**config.mk**
```make
export PLATFORM = sky130hd
export DESIGN_NAME = stall_bypass_unit
export DESIGN_NICKNAME = d
export VERILOG_FILES = /design/src/rtl/rv_pipe_pkg.sv /design/src/rtl/inst_reg_decode.sv /design/src/rtl/stall_bypass_unit.sv
export SDC_FILE = /design/constraint.sdc
export NUM_CORES = 1
export LEC_CHECK = 0
export BUFFER_PORTS_ARGS = -buffer_cell sky130_fd_sc_hd__buf_4
export CAP_MARGIN = 10
export CELL_PAD_IN_SITES_DETAIL_PLACEMENT = 1
export CELL_PAD_IN_SITES_GLOBAL_PLACEMENT = 2
export CORE_ASPECT_RATIO = 1.1
export CORE_MARGIN = 2
export CORE_UTILIZATION = 10
export CTS_BUF_LIST = sky130_fd_sc_hd__clkbuf_16
export DETAILED_ROUTE_END_ITERATION = 8
export PLACE_DENSITY_LB_ADDON = 0.2
export SLEW_MARGIN = 20
export SYNTH_ARGS = -nofsm -noshare
export SYNTH_HDL_FRONTEND = slang
export SYNTH_SLANG_ARGS = --single-unit
```
**constraint.sdc**
```tcl
create_clock -name clk -period 2.55 [get_ports clk]
set_clock_uncertainty 0.05 [all_clocks]
set_input_delay 0.51 -clock clk [delete_from_list [all_inputs] [get_ports clk]]
set_output_delay 0.51 -clock clk [all_outputs]
set_load 0.1 [all_outputs]
```
**src/rtl/rv_pipe_pkg.sv**
```systemverilog
// rv_pipe_pkg: opcodes and operand-source encodings shared by the 5-stage pipeline blocks
package rv_pipe_pkg;
  localparam logic [6:0] OP_R      = 7'b0110011;
  localparam logic [6:0] OP_IMM    = 7'b0010011;
  localparam logic [6:0] OP_LOAD   = 7'b0000011;
  localparam logic [6:0] OP_STORE  = 7'b0100011;
  localparam logic [6:0] OP_BRANCH = 7'b1100011;
  localparam logic [6:0] OP_JAL    = 7'b1101111;
  localparam logic [6:0] OP_JALR   = 7'b1100111;
  localparam logic [6:0] OP_LUI    = 7'b0110111;
  localparam logic [6:0] OP_AUIPC  = 7'b0010111;
  localparam logic [1:0] SRC_RF = 2'd0;
  localparam logic [1:0] SRC_X  = 2'd1;
  localparam logic [1:0] SRC_M  = 2'd2;
  localparam logic [1:0] SRC_W  = 2'd3;
endpackage

```
**src/rtl/inst_reg_decode.sv**
```systemverilog
// inst_reg_decode: extracts register fields and read/write usage from one instruction
module inst_reg_decode
  import rv_pipe_pkg::*;
#(
  parameter int XLEN = 32
) (
  input  logic [XLEN-1:0] inst,
  output logic [4:0]      rs1,
  output logic [4:0]      rs2,
  output logic [4:0]      rd,
  output logic            uses_rs1,
  output logic            uses_rs2,
  output logic            writes_rd,
  output logic            is_load
);
  logic [6:0] op;
  logic unused_bits;
  assign op        = inst[6:0];
  assign rs1       = inst[19:15];
  assign rs2       = inst[24:20];
  assign rd        = inst[11:7];
  assign writes_rd = op inside {OP_R, OP_IMM, OP_LOAD, OP_LUI, OP_AUIPC, OP_JAL, OP_JALR};
  assign uses_rs1  = op inside {OP_R, OP_IMM, OP_LOAD, OP_STORE, OP_BRANCH, OP_JALR};
  assign uses_rs2  = op inside {OP_R, OP_STORE, OP_BRANCH};
  assign is_load   = op == OP_LOAD;
  assign unused_bits = ^{inst[XLEN-1:25], inst[14:12]};
endmodule

```
**src/rtl/stall_bypass_unit.sv**
```systemverilog
// stall_bypass_unit: operand bypass selects, load-use stall and per-stage kill flags.
// WB_BYPASS_EN enables W-stage forwarding; without it a W-only match stalls D instead.
module stall_bypass_unit
  import rv_pipe_pkg::*;
#(
  parameter int XLEN = 32
) (
  input  logic            clk,
  input  logic            rst,
  input  logic [XLEN-1:0] instD,
  input  logic [XLEN-1:0] instX,
  input  logic [XLEN-1:0] instM,
  input  logic [XLEN-1:0] instW,
  input  logic            alumux1,
  input  logic            alumux2,
  input  logic            predict_fail,
  output logic [1:0]      ASrc,
  output logic [1:0]      BSrc,
  output logic            stall,
  output logic            killF,
  output logic            killD,
  output logic            killX,
  output logic            killM,
  output logic            killW
);
  logic [3:0][XLEN-1:0] inst;
  logic [3:0][4:0] rs1, rs2, rd;
  logic [3:0] u1, u2, wr, ld, vp, kp;
  logic [3:0] am, bm;
  logic cd, use_a, use_b, sb, load_use, wb_hit;
  logic unused_ok;
  assign inst = {instW, instM, instX, instD};
  assign kp   = {killW, killM, killX, killD};
  for (genvar g = 0; g < 4; g++) begin : g_dec
    inst_reg_decode #(.XLEN(XLEN)) u_dec (
      .inst(inst[g]), .rs1(rs1[g]), .rs2(rs2[g]), .rd(rd[g]),
      .uses_rs1(u1[g]), .uses_rs2(u2[g]), .writes_rd(wr[g]), .is_load(ld[g])
    );
    assign vp[g] = wr[g] && !kp[g] && rd[g] != 5'd0;
    assign am[g] = vp[g] && rd[g] == rs1[0];
    assign bm[g] = vp[g] && rd[g] == rs2[0];
  end
`ifdef WB_BYPASS_EN
  localparam logic [1:0] W_SRC = SRC_W;
  assign wb_hit = 1'b0;
`else
  localparam logic [1:0] W_SRC = SRC_RF;
  assign wb_hit = cd && ((u1[0] && am[3] && !am[1] && !am[2]) ||
                         (u2[0] && bm[3] && !bm[1] && !bm[2]));
`endif
  assign cd       = !killD;
  assign sb       = instD[6:0] inside {OP_STORE, OP_BRANCH};
  assign use_a    = cd && u1[0] && !alumux1;
  assign use_b    = cd && u2[0] && (!alumux2 || sb);
  assign load_use = cd && ld[1] && ((u1[0] && am[1]) || (u2[0] && bm[1]));
  assign unused_ok = ^{rs1[3:1], rs2[3:1], u1[3:1], u2[3:1], ld[3:2], ld[0], wr[0], rd[0], vp[0], am[0], bm[0]};
  always_comb begin
    stall = load_use || wb_hit;
    ASrc  = (stall || !use_a) ? SRC_RF : am[1] ? SRC_X : am[2] ? SRC_M : am[3] ? W_SRC : SRC_RF;
    BSrc  = (stall || !use_b) ? SRC_RF : bm[1] ? SRC_X : bm[2] ? SRC_M : bm[3] ? W_SRC : SRC_RF;
  end
  always_ff @(posedge clk) begin
    if (rst) begin
      killF <= 1'b0;
      killD <= 1'b1;
      killX <= 1'b1;
      killM <= 1'b1;
      killW <= 1'b1;
    end else begin
      killF <= (stall && !predict_fail) ? killF : 1'b0;
      killD <= predict_fail ? 1'b1 : stall ? killD : killF;
      killX <= (predict_fail || stall) ? 1'b1 : killD;
      killM <= killX;
      killW <= killM;
    end
  end
endmodule

```
# Yosys cells after proc, flatten, opt, wreduce, memory -nomap -nowiden
# Index checks and enable logic that the tools add are counted.
# classes
muxes	6
n_addsub	0
div_mod_pow	0
bitwise_logic	0
reduce_logical	57
n_shift	0
multipliers	0
n_eq_ne	33
order_cmp	0
# ops
cell	count
== test 7 x 6 -> 1 bit (second input constant)	8
== test 7 bit (second input constant)	8
== test 7 x 5 -> 1 bit (second input constant)	7
== test 5 bit	6
== test 7 x 2 -> 1 bit (second input constant)	4
logical AND 1 bit	27
nonzero test 7 bit	3
nonzero test 5 bit	3
logical NOT 1 bit	12
two-way mux 2 bit	6
logical OR 1 bit	7
nonzero test 6 bit	1
OR reduction 2 bit	2
nonzero test 3 bit	1
nonzero test 2 bit	1
# word_totals
input_bits	133
regBits	4
rom_bits	0
memories	0
latchBits	0
ram_bits	0
wordCells	100
output_inout_bits	10

# Depth between registers and ports, before layout
# Gate-level depths: netlist of the first run.
# logic_depth
ltp_word	13
depth_mapped	5
ltp_nobuf	5

# Modules after synthesis
# A second synthesis of the first run with hierarchy kept.
# unflattened
cells_unflattened	192
hier_area_um2	1530.2
# modules_own_cells
mod	seq_area_each_um2	area_per_inst_um2	cells_each	instances
inst_reg_decode	0.0	210.2	26	4
stall_bypass_unit	80.1	689.4	88	1

# Worst setup path after synthesis of the first run
# OpenSTA, ideal clock, no wires.
# synth_path
kind	register to output
start	register killM
end	output BSrc[1]
path_buffers	0
t_required_ps	1990
stages_incl_launch_ff	6
setup_slack_ps	-2573
arrival_time_ps	4563
cell_sequence	dfxtp_1 > inv_1 > o2111ai_1 > or4_4 > a41o_1 > nor4_1
# synth_via
elab_chain_cells	11
word_cells_on_any_way	16
cone_classes	mux: 3; reduce/logical: 13
# synth_lines
item	line	rtl
from (decl)	stall_bypass_unit.sv:23	output logic killM,
from (signal assigned)	stall_bypass_unit.sv:73	killM <= killX;
logical NOT 1 bit *	stall_bypass_unit.sv:39	assign vp[g] = wr[g] && !kp[g] && rd[g] != 5'd0;
logical AND 1 bit * (2 in a row)	stall_bypass_unit.sv:39	
logical AND 1 bit (on tied branches)	stall_bypass_unit.sv:40, stall_bypass_unit.sv:41	
logical NOT 1 bit (on tied branches)	stall_bypass_unit.sv:48, stall_bypass_unit.sv:49	
logical AND 1 bit (on tied branches)	stall_bypass_unit.sv:48, stall_bypass_unit.sv:49	
logical OR 1 bit	stall_bypass_unit.sv:48	assign wb_hit = cd && ((u1[0] && am[3] && !am[1] && !am[2]) ||
logical AND 1 bit	stall_bypass_unit.sv:48	
logical OR 1 bit	stall_bypass_unit.sv:58	stall = load_use || wb_hit;
logical OR 1 bit	stall_bypass_unit.sv:60	BSrc = (stall || !use_b) ? SRC_RF : bm[1] ? SRC_X : bm[2] ? SRC_M : bm[3] ? W_SRC : SRC_RF;
two-way mux 2 bit *	stall_bypass_unit.sv:60	
to (decl)	stall_bypass_unit.sv:18	output logic [1:0] BSrc,
# Every way passes the cells marked *; elsewhere a longest branch is shown, timed or not.

# Final worst setup path of the first run
# layout_path
start	input instM[8]
end	output stall
# layout_via
elab_chain_cells	8
word_cells_on_any_way	13
cone_classes	eq/ne: 2; reduce/logical: 11
# layout_lines
item	line	rtl
from (decl)	stall_bypass_unit.sv:12	input logic [XLEN-1:0] instM,
nonzero test 5 bit	stall_bypass_unit.sv:39	
logical AND 1 bit	stall_bypass_unit.sv:39	
logical AND 1 bit (on tied branches)	stall_bypass_unit.sv:40, stall_bypass_unit.sv:41	
logical NOT 1 bit (on tied branches)	stall_bypass_unit.sv:48, stall_bypass_unit.sv:49	
logical AND 1 bit (on tied branches)	stall_bypass_unit.sv:48, stall_bypass_unit.sv:49	
logical OR 1 bit *	stall_bypass_unit.sv:48	
logical AND 1 bit *	stall_bypass_unit.sv:48	
logical OR 1 bit *	stall_bypass_unit.sv:58	
to (decl)	stall_bypass_unit.sv:19	output logic stall,
# Marks and branches as above.

==> flow_metrics.tcl, run 1 <==
set metrics [dict create \
    clock_sink_count 4 \
    synth_area_um2 795 \
    async_flop_share 0 \
    synth-main-ff-cell "dfxtp_1" \
    crit_path_end_kind "primary output" \
    clkTransAtPathRegs_ps 30 \
    min_period_ps 2780 \
    wl_per_cell_um 13.2 \
    startpoint_type "input port" \
    core_region_area_mm2 0.00783 \
    routed.top_layer "met3" \
    max_freq_mhz 360 \
    status "finished with violations" \
    diodes 0 \
    synth_compound_area_frac 0.137 \
    antenna_found_initial 0 \
    grt_start_max_net_pins 7 \
    htreeDepth 1 \
    ys_seq_elements 4 \
    critical_path_class "in2out" \
    rows 34 \
    synth_top_family_by_area "simple AND/OR/NAND/NOR gates" \
    drv_cap 0 \
    nets 338 \
    fin_util 0.250 \
    synthesis.nets 239 \
    io_buffers 66 \
    die_w_um 89.0 \
    place_congestion 0.772 \
    crit_arrival_ps 2220 \
    finalWirelength_mm 4.11 \
    drv_slew 0 \
    synth_top_area_share 0.209 \
    ys_seq_area_frac 0.101 \
    hold_class "reg2reg" \
    synthToLayoutAreaGrowth_pct 146 \
    hold_violations 0 \
    hpwl_mm 3.70 \
    initial_utilization 0.102 \
    muxShareOfSynthArea 0 \
    numCtsBuffers 3 \
    finalSetupTns_ps -982 \
    rsz0062_at_grt "true" \
    met2WireLength_mm 2.34 \
    grt_pass1_wl_mm 6.60 \
    yosysUniqueCellTypes 33 \
    ant_nets 0 \
    ys_top_cells_by_area "xnor2_1 (21%), xor2_1 (12%), dfxtp_1 (10%), nor4_1 (5.5%), nor2_1 (3.3%)" \
    dr.pass1.iters 4 \
    met3_length_um 188 \
    synth-xor-area-share 0.331 \
    vias_per_cell 3.83 \
    drc_errors 0 \
    die-area_mm2 0.00867 \
    failed_checks "setup timing" \
    wl_met1_mm 1.58 \
    syn_inst 106 \
    ir_drop_uv 240 \
    p_total_mw 0.545 \
    power_density_mw_per_mm2 279 \
    drive_above_1_share 0.623 \
    crit_path_max_fanout 4 \
    grt_pass1_vias 1389 \
    whs_ps 427 \
    die_h_um 97.5 \
    syn_area_per_cell_um2 7.50 \
    pin_count 143 \
    drt_iter0_markers 24 \
    layout_setup_ws_ps -226 \
    synth-simple-area-share 0.398 \
    tritoncts "done" \
    grt_util_all_layers 0.0962 \
    post-route-period-util 1.09 \
    p_leak_nw 0.806 \
    overflow 0 \
    setup_viol 5 \
    yosys_warnings 0 \
    crit_required_ps 1990 \
    cts.path.max_buffers 2 \
    root_buffer "clkbuf_16" \
    clk_latency_ps 220 \
    yosysTopAreaCell "xnor2_1" \
    num_vias 1196 \
    synth_edf_count 0 \
    synthAdderAreaFrac 0 \
]
==> cells by family after synthesis <==
kind of cell,count (synthesis)
AND/OR/NAND/NOR,51
XOR/XNOR,30
flip-flops,4
buffers and inverters,5
AO/OA/AOI/OAI,15
other,1
==> cell type report <==
| class | count | area [um2] |
|---|---|---|
| clock buffers | 3 | 75.1 |
| clock inverters | 1 | 3.75 |
| fillers | 932 | 5870 |
| repair buffers | 95 | 763 |
| well taps | 108 | 135 |
| flip-flops and latches | 4 | 85.1 |
| inverters | 4 | 15.0 |
| multi-input cells | 97 | 877 |
==> routing by layer <==
metal | track usage | vias up
met2 | 0.190 | 32
met3 | 0.00850 | 0
met4 | 0.0172 | 0
met1 | 0.108 | 576
met5 | 0 | -
li1 | - | 588
==> power by group <==
part / switching (mW) / total (mW) / leakage [nW] / internal, mW
clock network: 0.0469 / 0.250 / 0.0423 / 0.203
registers: 0.00209 / 0.0661 / 0.0323 / 0.0640
logic: 0.101 / 0.230 / 0.731 / 0.129
total: 0.150 / 0.545 / 0.806 / 0.395
==> stage by stage <==
stage,instance area (um2),setup WS [ps],std cells
2_1_floorplan,890,-551,106
3_3_place_gp,1710,-438,305
3_5_place_dp,1710,-457,305
4_1_cts,1920,-252,312
5_1_grt,1950,-297,312
6_report,1950,-226,312
==> worst paths after layout <==
check / start / end / slack, ps / cells after the start
worst min-delay path: killX / killM / 430 / 1
worst min register to register: killX / killM / 430 / 1
worst max-delay path: instM[8] / stall / -230 / 7
worst max register to register: killM / killX / 520 / 5
==> cells in the final DEF, fill, tap and decap left out, types with 2 or more instances in the layout <==
cell,count
xor2_1,11
nor4_4,4
buf_6,10
or4_4,3
nand3b_1,2
clkbuf_16,3
xnor2_1,17
or2_2,3
nor4_2,2
dfxtp_1,2
o2111ai_2,2
xnor2_2,2
o21bai_1,2
nand3_1,4
o21ai_0,2
nor3_1,2
or3_1,2
nand2_1,5
inv_1,5
nor2_1,7
nand4b_1,2
buf_4,84
nand4_1,4
==> Yosys cell counts, types with 3 or more instances <==
cell / instances
nor2_1: 7
or2_2: 3
nand3_1: 4
a211oi_1: 3
nand4_1: 4
o21ai_0: 3
xor2_1: 11
inv_1: 4
nor4_1: 7
nor3_1: 3
nand2_1: 5
or4_1: 3
dfxtp_1: 4
xnor2_1: 19
==> worst max-delay path, stage by stage <==
cell and delay (ps):
buf_4 110, or4_4 530, o2111ai_2 220, nor4_2 100
and4bb_4 420, o31a_4 160, buf_12 170
==> registers in the layout, indices dropped and copies added (netlist names) <==
signal / cells
killD: 1
killW: 1
killM: 1
killX: 1
==> repair_timing <==
item | 4_1_cts | 5_1_grt
setup endpoints to repair | 5 | 5
endpoints found under the hold margin | 0 | 0
hold buffers | 0 | 0
pin swaps | 6 | 1
gates resized for setup | 24 | 4
setup buffers | 3 | 0
Note: power is estimated with default switching activity, not from simulation.
==> inputs of run 2 (changes only) <==
- CAP_MARGIN: 10 -> 20
- CELL_PAD_IN_SITES_DETAIL_PLACEMENT: 1 -> not set
- CELL_PAD_IN_SITES_GLOBAL_PLACEMENT: 2 -> not set
- CORE_UTILIZATION: 10 -> 27
==> run 2 against run 1 <==
  * The flow still finishes with violations (setup timing)
  * Critical path type unchanged
  * Setup slack better by 1.2 ps
  * Critical path depth stayed put
  * Sequential share of layout area is 0.14 points higher
  * Critical endpoint unchanged
==> flow_metrics.tcl, run 2 (synthesis gave the netlist of run 1 again) <==
set metrics [dict create \
    status "finished with violations" \
    failed_checks "setup timing" \
    hold_violations 0 \
    crit_path_max_fanout 4 \
    r2r_cells 5 \
    drt_iter0_markers 23 \
    initial_utilization 0.286 \
    grt_pass1_wl_mm 5.42 \
    min_period_ps 2770 \
    synthToLayoutAreaGrowth_pct 138 \
    reg2reg_to "killX" \
    grt_pass1_vias 1230 \
    startpoint_type "input port" \
    cts.path.max_buffers 2 \
    clock_sink_count 4 \
    die_h_um 60.9 \
    post-place-ws_ps -362 \
    crit_required_ps 1990 \
    setup_viol 5 \
    grt_start_max_net_pins 6 \
    hpwl_mm 2.70 \
    max_freq_mhz 360 \
    antenna_found_initial 0 \
    tritoncts "done" \
    cts_hold_buf 0 \
    die_w_um 55.7 \
    dr.pass1.iters 3 \
    core_region_area_mm2 0.00278 \
    p_leak_nw 0.814 \
    critical_path_class "in2out" \
    rows 20 \
    clk_latency_ps 230 \
    min_path_cells 1 \
    overflow 0 \
    num_vias 1177 \
    crit_arrival_ps 2210 \
    drive_above_1_share 0.629 \
    drv_slew 0 \
    hold_class "reg2reg" \
    fillers 215 \
    whs_ps 413 \
    clkTransAtPathRegs_ps 30 \
    mostFrequentLayoutCells "buf_4 (82), xnor2_1 (16), buf_6 (13), xor2_1 (11), nor2_1 (7)" \
    die-area_mm2 0.00339 \
    grt_util_all_layers 0.203 \
    finalSetupTns_ps -842 \
    rr_startpoint "killM" \
    dpl.cell_count 231 \
    post-route-period-util 1.09 \
    final_common_cell "buf_4" \
    layout_setup_ws_ps -224 \
    pin_count 143 \
    vias_per_cell 4.95 \
    numCtsBuffers 3 \
    nets 339 \
    worstHoldStart "killM" \
    power_density_mw_per_mm2 288 \
    place_congestion 0.831 \
    wl_per_cell_um 13.7 \
    io_buffers 66 \
    finalWirelength_mm 3.26 \
    ir_drop_uv 669 \
    drv_cap 0 \
    fin_cells 238 \
    drc_errors 0 \
    rsz0062_at_grt "true" \
    ant_nets 0 \
    root_buffer "clkbuf_16" \
    r2r_setup_slack_ps 510 \
    crit_path_end_kind "primary output" \
    hold-path-endpoint "killW" \
    htreeDepth 1 \
    diodes 0 \
]
run 2: changes by cell type in the layout (fill, tap and decap cells not counted), sizes merged:
cell,before,now
buf,95,96
run 2: cell type report:
type                    count  area [um2]  area share
well taps                  33        41.3      0.0218
clock inverters             1        3.75     0.00198
inverters                   4        15.0     0.00793
repair buffers             96         782       0.413
clock buffers               3        75.1      0.0396
multi-input cells          97         892       0.471
flip-flops and latches      4        85.1      0.0449
run 2: power by group:
part	total (mW)	leakage, nW	internal, mW	switching (mW)
combinational	0.232	0.740	0.130	0.102
clock	0.248	0.0423	0.203	0.0459
sequential	0.0656	0.0323	0.0640	0.00158
run 2: worst max path at each step:
stage                         start       to  slack, ps  cells after the start
after CTS                 instM[11]    stall       -220                      7
final                      instW[8]    stall       -220                      7
after detailed placement   instM[8]    stall       -360                      7
after floorplan            instM[4]  BSrc[0]       -550                      5
after global placement     instM[8]    stall       -360                      7
after global routing      instM[11]  BSrc[1]       -280                      8
run 2: critical path: stages:
cell and delay (ps):
buf_4 110, or4_4 540, o2111ai_2 190, a21oi_2 80, and4bb_4 240, o31a_2 370
buf_12 170
run 2: what timing repair did:
item                                    in CTS  in global routing
endpoints found under the setup margin       5                  5
resized for setup                           30                  4
setup buffers                                3                  0
pin swaps                                   12                  2
run 2: per-layer routing:
| layer | share of wire | wire (um) | GRT usage |
|---|---|---|---|
| met1 | 0.40 | 1310 | 0.225 |
| met2 | 0.52 | 1690 | 0.391 |
| met3 | 0.059 | 192 | 0.0384 |
| met4 | 0.021 | 68 | 0.0767 |
| met5 | 0 | 0 | 0 |
run 2: through the flow:
step / utilization / power [mW] / cell area (um2)
global route: 0.682 / 0.577 / 1890
CTS: 0.674 / 0.546 / 1870
global placement: 0.584 / 0.271 / 1620
detailed placement: 0.584 / 0.277 / 1620
finish: 0.682 / 0.546 / 1890
floorplan: - / 0.149 / 890
